==> src/rtl/cdr_decision_vote.sv <==
// Symbol decision: counts i_ce strobes per symbol and majority-votes a 1/3/5 sample window centred mid-symbol.
// Latency: o_data/o_valid/o_flag appear one clock after the strobe that closes the vote window.
// Backpressure: none; i_ce gates all progress, and without i_ce the counter and accumulator hold.
//
// Ports:
//   i_clk, i_rst     clock (rising edge), asynchronous active-low reset
//   i_phase, i_ce    phase sign and its sample strobe
//   i_nb_P           samples per symbol (2..2^CNT_W-1), shadowed per symbol
//   i_vote           window: 0 -> 1 sample, 1 -> 3 samples, 2/3 -> 5 samples, shadowed per symbol
//   i_invert         output polarity, shadowed per symbol
//   i_adj            timing nudge sampled at the wrap: 01 advance, 10 retard
//   i_flag           frame-start pulse, re-emitted on o_flag with the next decision
//   o_data, o_valid  decided bit (held) and its one-cycle valid pulse
//   o_flag           frame-start marker aligned with o_valid
//   o_cnt            current sample counter (debug)
module cdr_decision_vote #(
    parameter int unsigned CNT_W = 6
) (
    input  logic             i_clk,
    input  logic             i_rst,
    input  logic             i_phase,
    input  logic             i_ce,
    input  logic [CNT_W-1:0] i_nb_P,
    input  logic [1:0]       i_vote,
    input  logic             i_invert,
    input  logic [1:0]       i_adj,
    input  logic             i_flag,
    output logic             o_data,
    output logic             o_valid,
    output logic             o_flag,
    output logic [CNT_W-1:0] o_cnt
);

    // Shadow configuration, refreshed at each symbol wrap.
    logic [CNT_W-1:0] nb_q;
    logic [1:0]       vote_q;
    logic             inv_q;
    logic             loaded;

    logic [CNT_W-1:0] cnt;
    logic [2:0]       acc;
    logic             retard_used;
    logic             pending;

    // Effective config: before the first load the live inputs are used so the
    // very first post-reset edge already counts and votes with them.
    logic [CNT_W-1:0] nb_e;
    logic [1:0]       vote_e;
    logic             inv_e;
    logic [CNT_W-1:0] nb_m1;
    logic [CNT_W-1:0] mid;
    logic [1:0]       h_raw;
    logic [1:0]       h_sel;
    logic [CNT_W-1:0] win_lo;
    logic [CNT_W-1:0] win_hi;
    logic             wrap;
    logic             in_win;
    logic             decide;
    logic [2:0]       ones;
    logic             maj;

    always_comb begin
        nb_e   = loaded ? nb_q   : i_nb_P;
        vote_e = loaded ? vote_q : i_vote;
        inv_e  = loaded ? inv_q  : i_invert;

        nb_m1 = nb_e - CNT_W'(1);
        mid   = nb_m1 >> 1;

        case (vote_e)
            2'd0:    h_raw = 2'd0;
            2'd1:    h_raw = 2'd1;
            default: h_raw = 2'd2;
        endcase
        // Short symbols cannot fit a wide window; clamp the half-width to mid.
        if (mid < CNT_W'(h_raw)) h_sel = mid[1:0];
        else                     h_sel = h_raw;

        win_lo = mid - CNT_W'(h_sel);
        win_hi = mid + CNT_W'(h_sel);

        // During a retard hold the counter still sits at the old nb-1; the
        // extra strobe always wraps, even if the freshly loaded nb differs.
        wrap   = i_ce && (retard_used || (cnt == nb_m1));
        in_win = i_ce && (cnt >= win_lo) && (cnt <= win_hi);
        decide = i_ce && (cnt == win_hi);

        ones = acc + {2'b00, i_phase};
        maj  = ones > {1'b0, h_sel};
    end

    always_ff @(posedge i_clk or negedge i_rst) begin
        if (!i_rst) begin
            nb_q        <= '0;
            vote_q      <= '0;
            inv_q       <= 1'b0;
            loaded      <= 1'b0;
            cnt         <= '0;
            acc         <= '0;
            retard_used <= 1'b0;
            pending     <= 1'b0;
            o_data      <= 1'b0;
            o_valid     <= 1'b0;
            o_flag      <= 1'b0;
        end else begin
            loaded  <= 1'b1;
            o_valid <= 1'b0;
            o_flag  <= 1'b0;

            if (!loaded || wrap) begin
                nb_q   <= i_nb_P;
                vote_q <= i_vote;
                inv_q  <= i_invert;
            end

            if (i_ce) begin
                if (wrap) begin
                    if (retard_used) begin
                        cnt         <= '0;
                        retard_used <= 1'b0;
                    end else if (i_adj == 2'b01) begin
                        cnt <= CNT_W'(1);
                    end else if (i_adj == 2'b10) begin
                        retard_used <= 1'b1;
                    end else begin
                        cnt <= '0;
                    end
                end else begin
                    cnt <= cnt + CNT_W'(1);
                end
            end

            if (decide)                acc <= '0;
            else if (in_win && i_phase) acc <= acc + 3'd1;

            if (decide) begin
                o_data  <= maj ^ inv_e;
                o_valid <= 1'b1;
                o_flag  <= pending;
                // A flag landing on the decision edge belongs to the next symbol.
                pending <= i_flag;
            end else if (i_flag) begin
                pending <= 1'b1;
            end
        end
    end

    assign o_cnt = cnt;

endmodule

==> config.mk <==
export PLATFORM = sky130hd
export DESIGN_NAME = cdr_decision_vote
export DESIGN_NICKNAME = d
export VERILOG_FILES = /design/src/rtl/cdr_decision_vote.sv
export SDC_FILE = /design/constraint.sdc
export NUM_CORES = 1
export LEC_CHECK = 0
export ABC_CLOCK_PERIOD_IN_PS = 4300
export CORE_MARGIN = 2
export CORE_UTILIZATION = 42
export DETAILED_ROUTE_END_ITERATION = 6
export PLACE_DENSITY = 0.68
export SLEW_MARGIN = 10
export SYNTH_ARGS = -nofsm -noshare
export SYNTH_HDL_FRONTEND = slang
export SYNTH_SLANG_ARGS = --single-unit
==> constraint.sdc <==
create_clock -name i_clk -period 4.3 [get_ports i_clk]
set_input_delay 1.29 -clock i_clk [delete_from_list [all_inputs] [get_ports i_clk]]
set_output_delay 1.29 -clock i_clk [all_outputs]
set_load 0.05 [all_outputs]
==> results of run 1 <==
## how the worst max path moves through the flow
stage / start / to / cells past startpoint
2_1_floorplan: i_nb_P[0] / acc[2] / 19
3_3_place_gp: i_nb_P[1] / acc[2] / 18
3_5_place_dp: i_nb_P[1] / acc[2] / 20
4_1_cts: i_nb_P[0] / acc[2] / 20
5_1_grt: i_nb_P[3] / acc[2] / 19
6_report: i_nb_P[0] / acc[2] / 21
## worst max-delay path: cells and delay by family
kind,cells,cell delay [ns]
buf+inv,3,0.27
fa+ha+maj,4,0.90
xor+xnor,2,0.27
simple gates,2,0.23
compound gates,8,1.39
mux,2,0.42
## registers in the layout, indices dropped and copies added, names as in the netlist
register and cells:
nb_q 6, o_cnt 6, acc 3, vote_q 2, inv_q 1, loaded 1, o_data 1, o_flag 1
o_valid 1, pending 1, retard_used 1
## power breakdown
group,total [mW],internal [mW],switching (mW)
Clock,0.201,0.125,0.0768
Sequential,0.364,0.279,0.0849
Combinational,0.938,0.467,0.472
Total,1.50,0.870,0.633
## layer usage
metal  wire (um)  GRT usage, %
met1        2165         24.27
met2        2356         31.65
met3          83         2.168
met4          54         6.465
met5           0             0
## cell usage in the layout (no fill, tap or decap), drive strengths merged, types with 2 or more instances in the layout
cell / netlist / final
fa: 2 / 2
a31oi: 2 / 2
or3: 5 / 5
o21ai: 9 / 9
xnor3: 3 / 3
nor3: 6 / 6
a21oi: 13 / 13
nor2: 16 / 16
xor2: 8 / 8
mux2: 10 / 10
xnor2: 13 / 13
nand2: 18 / 18
a21o: 5 / 5
o211a: 2 / 2
nand4: 3 / 3
clkbuf: 1 / 4
mux2i: 12 / 12
nor3b: 2 / 2
dfrtp: 24 / 24
nand2b: 2 / 2
ha: 25 / 25
inv: 13 / 13
buf: 2 / 54
dlygate4sd2: 0 / 2
clkdlybuf4s50: 0 / 18
## repair_timing
item	in CTS	in global routing
hold endpoints to repair	0	0
resized for setup	21	24
endpoints found under the setup margin	7	7
buffers inserted	15	4
gates cloned	0	0
pin swaps	16	19
## final cells by class
class | count | area [um2] | area share (%)
flip-flops and latches | 24 | 600.6 | 19.54
well taps | 67 | 83.83 | 2.728
clock buffers | 3 | 41.29 | 1.344
repair buffers | 76 | 671.9 | 21.86
multi-input cells | 170 | 1597 | 51.95
inverters | 13 | 48.80 | 1.588
clock inverters | 1 | 30.03 | 0.9772
## per-stage QoR
step	TNS, ns	hold WS (ns)
global route	-2.478	0.4909
finish	-1.194	0.4704
global placement	-5.540	0.4500
CTS	-0.9847	0.4800
floorplan	-1.047	0.4408
detailed placement	-6.210	0.4576
## cells by family after synthesis
group                    Yosys count
other                              1
multiplexers                      22
XOR/XNOR                          24
AO/OA/AOI/OAI                     39
AND/OR/NAND/NOR                   57
flip-flops                        24
buffers and inverters             16
adder cells (fa/ha/maj)           27
==> metrics.csv, run 1 <==
metric,value,unit
Clock transition at path regs,0.09,ns
Placed Cells,332,
RR Startpoint,loaded,
clk_lat worst skew,0.27,ns
cells after synthesis,210,
gpl congestion,0.8167,
HPWL after DPL,3536,um
Compound-Gate Fraction of Synth Area,12.05,%
syn_nets,253,
share of cells above drive strength 1,36.93,%
largest family of logic cells by synthesized area,adder cells,
WL final,4659,um
Post-Synth XOR/XNOR Area,12.23,%
antenna violations before repair,0,
failing checks,negative setup slack,
vias in the first global route,1661,
depth of the CTS H-tree,1,
mux share of post-synthesis cell area,11.32,%
FF-to-FF path depth,19,
WP data required,4.47,ns
Port Buffers,24,
Max-cap violations,0,
max_slew headroom,66.78,%
RSZ-0062 raised after global routing,yes,
worst reg2reg setup slack,0.08,ns
Setup WS pre-CTS,-1.049,ns
final instance area,0.003073,mm2
slowest CP cell,ha_1,
CTS tree,yes,
cts hold-fix bufs,0,
DRC Markers,0,
HP Start,pending,
grt ovf,0,
Clk Tree Root Cell,clkbuf_8,
first-pass GRT wire length,7728,um
Synth Warn #,0,
post-synthesis simple-gate area fraction,14.36,%
"Top FF cell, synth",dfrtp_1,
largest net degree at the start of global routing,25,
cell area after placement,0.002739,mm2
Core Box Area,0.004723,mm2
gr usage total,18.49,%
most common cell in the netlist,ha_1,
drt initial violations,63,
Final Hold Viols,0,
final period utilization,107.5,%
Avg WL per Cell,13.16,um
count of pins over their slew limit,0,
"crit path setup slack, layout",-0.3211,ns
Die Wd,73.96,um
Die Y,73.96,um
CTS Sinks,24,
crit end category,flip-flop,
reg-to-reg critical path endpoint,acc[2],
"Core Util, Final",65.06,%
Final ANT Viol Nets,0,
Post-synth EDFFs,0,
Initial Utilization,43.52,%
Post-Syn Area,0.002056,mm2
pwr dens,489.4,mW/mm2
Final #Nets,331,
register bit count reported by yosys,24,
top-area cell type share of the netlist area,29.21,%
WHS Path Cells,1,
Non-Filler Instances,354,
Final Skew,0.004210,ns
outcome,"complete, but fails checks",
Crit path largest cell delay,0.29,ns
hold endpoint,pending,
worst slew pin tran,0.4968,ns
ys async rst share,100.0,%
die footprint,0.005470,mm2
Area Growth Syn to Fin,49.48,%
via count,1718,
worst path cell trace,"buf_8, mux2i_4, ha_4, buf_12, xor2_4, inv_2, ha_4, nand2b_4, a21oi_4, mux2i_2, ha_1, a21oi_2, nor2_1, xnor2_1, ha_1, a21o_1, a21o_1, a211oi_2, o211a_1, a31oi_1, a41o_1",
final setup vio count,6,
mean area per synthesized cell,9.789,um2
total power draw,1.504,mW
CP Data Arrival Time,4.79,ns
largest area contributor in the netlist,dfrtp_1,
Synth Area in Adders,17.16,%
worst-case vdd ir drop,0.2250,mV
critical path class,primary input to flip-flop,
Static Leak,1.428,nW
min Tclk post-route,4.621,ns
TritonRoute pass-1 iters,4,
crit path max fanout,4,
top area cells in the synthesized netlist,"dfrtp_1 29%, ha_1 15%, mux2i_1 5.8%",
worst hold path type,flip-flop to flip-flop,
Clock Path Buffers,2,
maximum clock rate,216.4,MHz
Startpoint Class,primary input,
FP Rows,25,
CTS Buf Count,3,
antenna cells,0,
Fill cells,389,
top post-synthesis cells by count,"25 x ha_1, 24 x dfrtp_1, 17 x nand2_1",
Vias/cell,4.853,
Top Ports,25,
share of the yosys chip area belonging to registers,29.21,%
Netlist cell types,44,
Power figures use the tool's default switching activity.
==> inputs of run 2 (changes only) <==
- ABC_CLOCK_PERIOD_IN_PS: 4300 -> 4100
- clock period: 4.3 -> 4.1 ns (I/O delays scaled with it)
==> run 2 against run 1 <==
Effect of this change:
- global-route usage rose by 0.86 points
- design area down 1.5%
- the flow still finishes with violations (negative setup slack)
- critical path type unchanged
- worst setup slack lost 0.19 ns
- largest power group unchanged
- utilization is 0.98 points lower
- sequential share of layout area up 0.30 points
- clock power increased by 5%
- via count grew 0.70%
==> metrics.csv, run 2 (synthesis gave the netlist of run 1 again) <==
metric,value,unit,change
TritonRoute pass-1 iters,4,,unchanged
Clk Tree Root Cell,clkbuf_8,,unchanged
Die Wd,73.96,um,unchanged
Fill cells,375,,was 389
FP Rows,25,,unchanged
Top Ports,25,,unchanged
via count,1730,,was 1718
worst hold path type,flip-flop to flip-flop,,unchanged
first-pass GRT wire length,8038,um,was 7728 um
"Core Util, Final",64.08,%,was 65.06%
clk_lat worst skew,0.27,ns,about the same
drt initial violations,40,,was 63
CTS Buf Count,3,,unchanged
maximum clock rate,216.7,MHz,
CP Data Arrival Time,4.78,ns,was 4.79 ns
Placed Cells,331,,was 332
Final #Nets,329,,was 331
WL final,4920,um,was 4659 um
final setup vio count,7,,was 6
failing checks,negative setup slack,,unchanged
max_slew headroom,66.24,%,was 66.78%
final period utilization,112.6,%,
Initial Utilization,43.52,%,unchanged
"leading cell type in the layout, fill and taps excluded",buf_4,,unchanged
crit path max fanout,5,,was 4
gr usage total,19.35,%,was 18.49%
CTS tree,yes,,unchanged
count of pins over their slew limit,0,,unchanged
RSZ-0062 raised after global routing,yes,,unchanged
vias in the first global route,1707,,was 1661
largest net degree at the start of global routing,25,,unchanged
Worst Hold Slack,0.4760,ns,was 0.4704 ns
Port Buffers,24,,unchanged
pwr dens,524.1,mW/mm2,was 489.4 mW/mm2
total power draw,1.586,mW,was 1.504 mW
Final Skew,0.004610,ns,was 0.004210 ns
gpl congestion,0.8201,,was 0.8167
Final Hold Viols,0,,unchanged
crit end category,flip-flop,,unchanged
WP data required,4.27,ns,was 4.47 ns
depth of the CTS H-tree,1,,unchanged
outcome,"complete, but fails checks",,unchanged
Die Y,73.96,um,unchanged
Static Leak,1.410,nW,was 1.428 nW
FF-to-FF path depth,19,,unchanged
grt ovf,0,,unchanged
WHS Path Cells,1,,unchanged
Avg WL per Cell,13.98,um,was 13.16 um
HPWL after DPL,3503,um,was 3536 um
DRC Markers,0,,unchanged
worst-case vdd ir drop,0.1993,mV,was 0.2250 mV
min Tclk post-route,4.615,ns,
Non-Filler Instances,352,,was 354
Clock Path Buffers,2,,unchanged
"crit path setup slack, layout",-0.5153,ns,was -0.3211 ns
CTS Sinks,24,,unchanged
antenna violations before repair,0,,unchanged
"commonest cells after routing, fill and taps aside","49 x buf_4, 24 x dfrtp_1, 22 x ha_1",,"was 47 x buf_4, 24 x dfrtp_1, 22 x ha_1"
worst slew pin tran,0.5048,ns,was 0.4968 ns
Setup WS pre-CTS,-1.189,ns,was -1.049 ns
Final ANT Viol Nets,0,,unchanged
Clock transition at path regs,0.09,ns,about the same
antenna cells,0,,unchanged
Startpoint Class,primary input,,unchanged
Max-cap violations,0,,unchanged
Area Growth Syn to Fin,47.23,%,was 49.48%
share of cells above drive strength 1,35.79,%,was 36.93%
die footprint,0.005470,mm2,unchanged
critical path class,primary input to flip-flop,,unchanged
cts hold-fix bufs,0,,unchanged
Core Box Area,0.004723,mm2,unchanged
Vias/cell,4.915,,was 4.853
run 2: through the flow:
step                area, um2  setup TNS, ns
floorplan                2190         -1.643
finish                   3027         -2.138
global route             3027         -3.525
CTS                      2937         -1.881
detailed placement       2739         -6.673
global placement         2739         -5.876
run 2: final cells by class:
class | instances | area (um2) | share of cell area [%]
repair buffers | 74 | 629.4 | 20.79
inverters | 13 | 48.80 | 1.612
clock inverters | 1 | 30.03 | 0.9921
flip-flops and latches | 24 | 600.6 | 19.84
clock buffers | 3 | 41.29 | 1.364
well taps | 67 | 83.83 | 2.770
multi-input cells | 170 | 1593 | 52.63
run 2: repair_timing:
item | in CTS | in global routing
setup buffers | 13 | 5
endpoints found under the setup margin | 7 | 7
gates resized for setup | 24 | 17
pin swaps | 12 | 11
gates cloned | 0 | 0
run 2: path summary, 6_finish.rpt:
| path | startpoint | slack [ns] | endpoint |
|---|---|---|---|
| min in group asynchronous | i_rst | 1.31 | retard_used |
| worst max register to register | loaded | -0.20 | acc[2] |
| worst min-delay path | pending | 0.48 | pending |
| worst max-delay path | i_vote[1] | -0.52 | acc[2] |
| worst min register to register | pending | 0.48 | pending |
| max in group asynchronous | i_rst | 2.54 | o_flag |
run 2: where the power goes:
group          internal, mW  total, mW  leakage (nW)  switching (mW)
clock network         0.131      0.212        0.0357          0.0815
registers             0.293      0.384         0.293          0.0909
logic                 0.485      0.990          1.08           0.505
run 2: worst max-delay path, cell delays in order:
cell	delay (ns)
clkdlybuf4s50_1	0.42
mux2_2	0.29
inv_1	0.11
ha_4	0.22
a21oi_4	0.18
mux2i_2	0.29
ha_1	0.31
a21oi_2	0.17
nor2_2	0.06
xnor2_1	0.12
ha_1	0.31
a21o_1	0.16
a21o_1	0.16
a211oi_2	0.18
o211a_1	0.24
a31oi_1	0.10
a41o_1	0.21
run 2: layer usage:
metal	GRT usage (%)	routed length, um	vias up
li1	-	-	890
met1	26.44	2278	819
met2	33.33	2498	15
met3	2.033	74	6
met4	4.242	68	0
met5	0	0	-
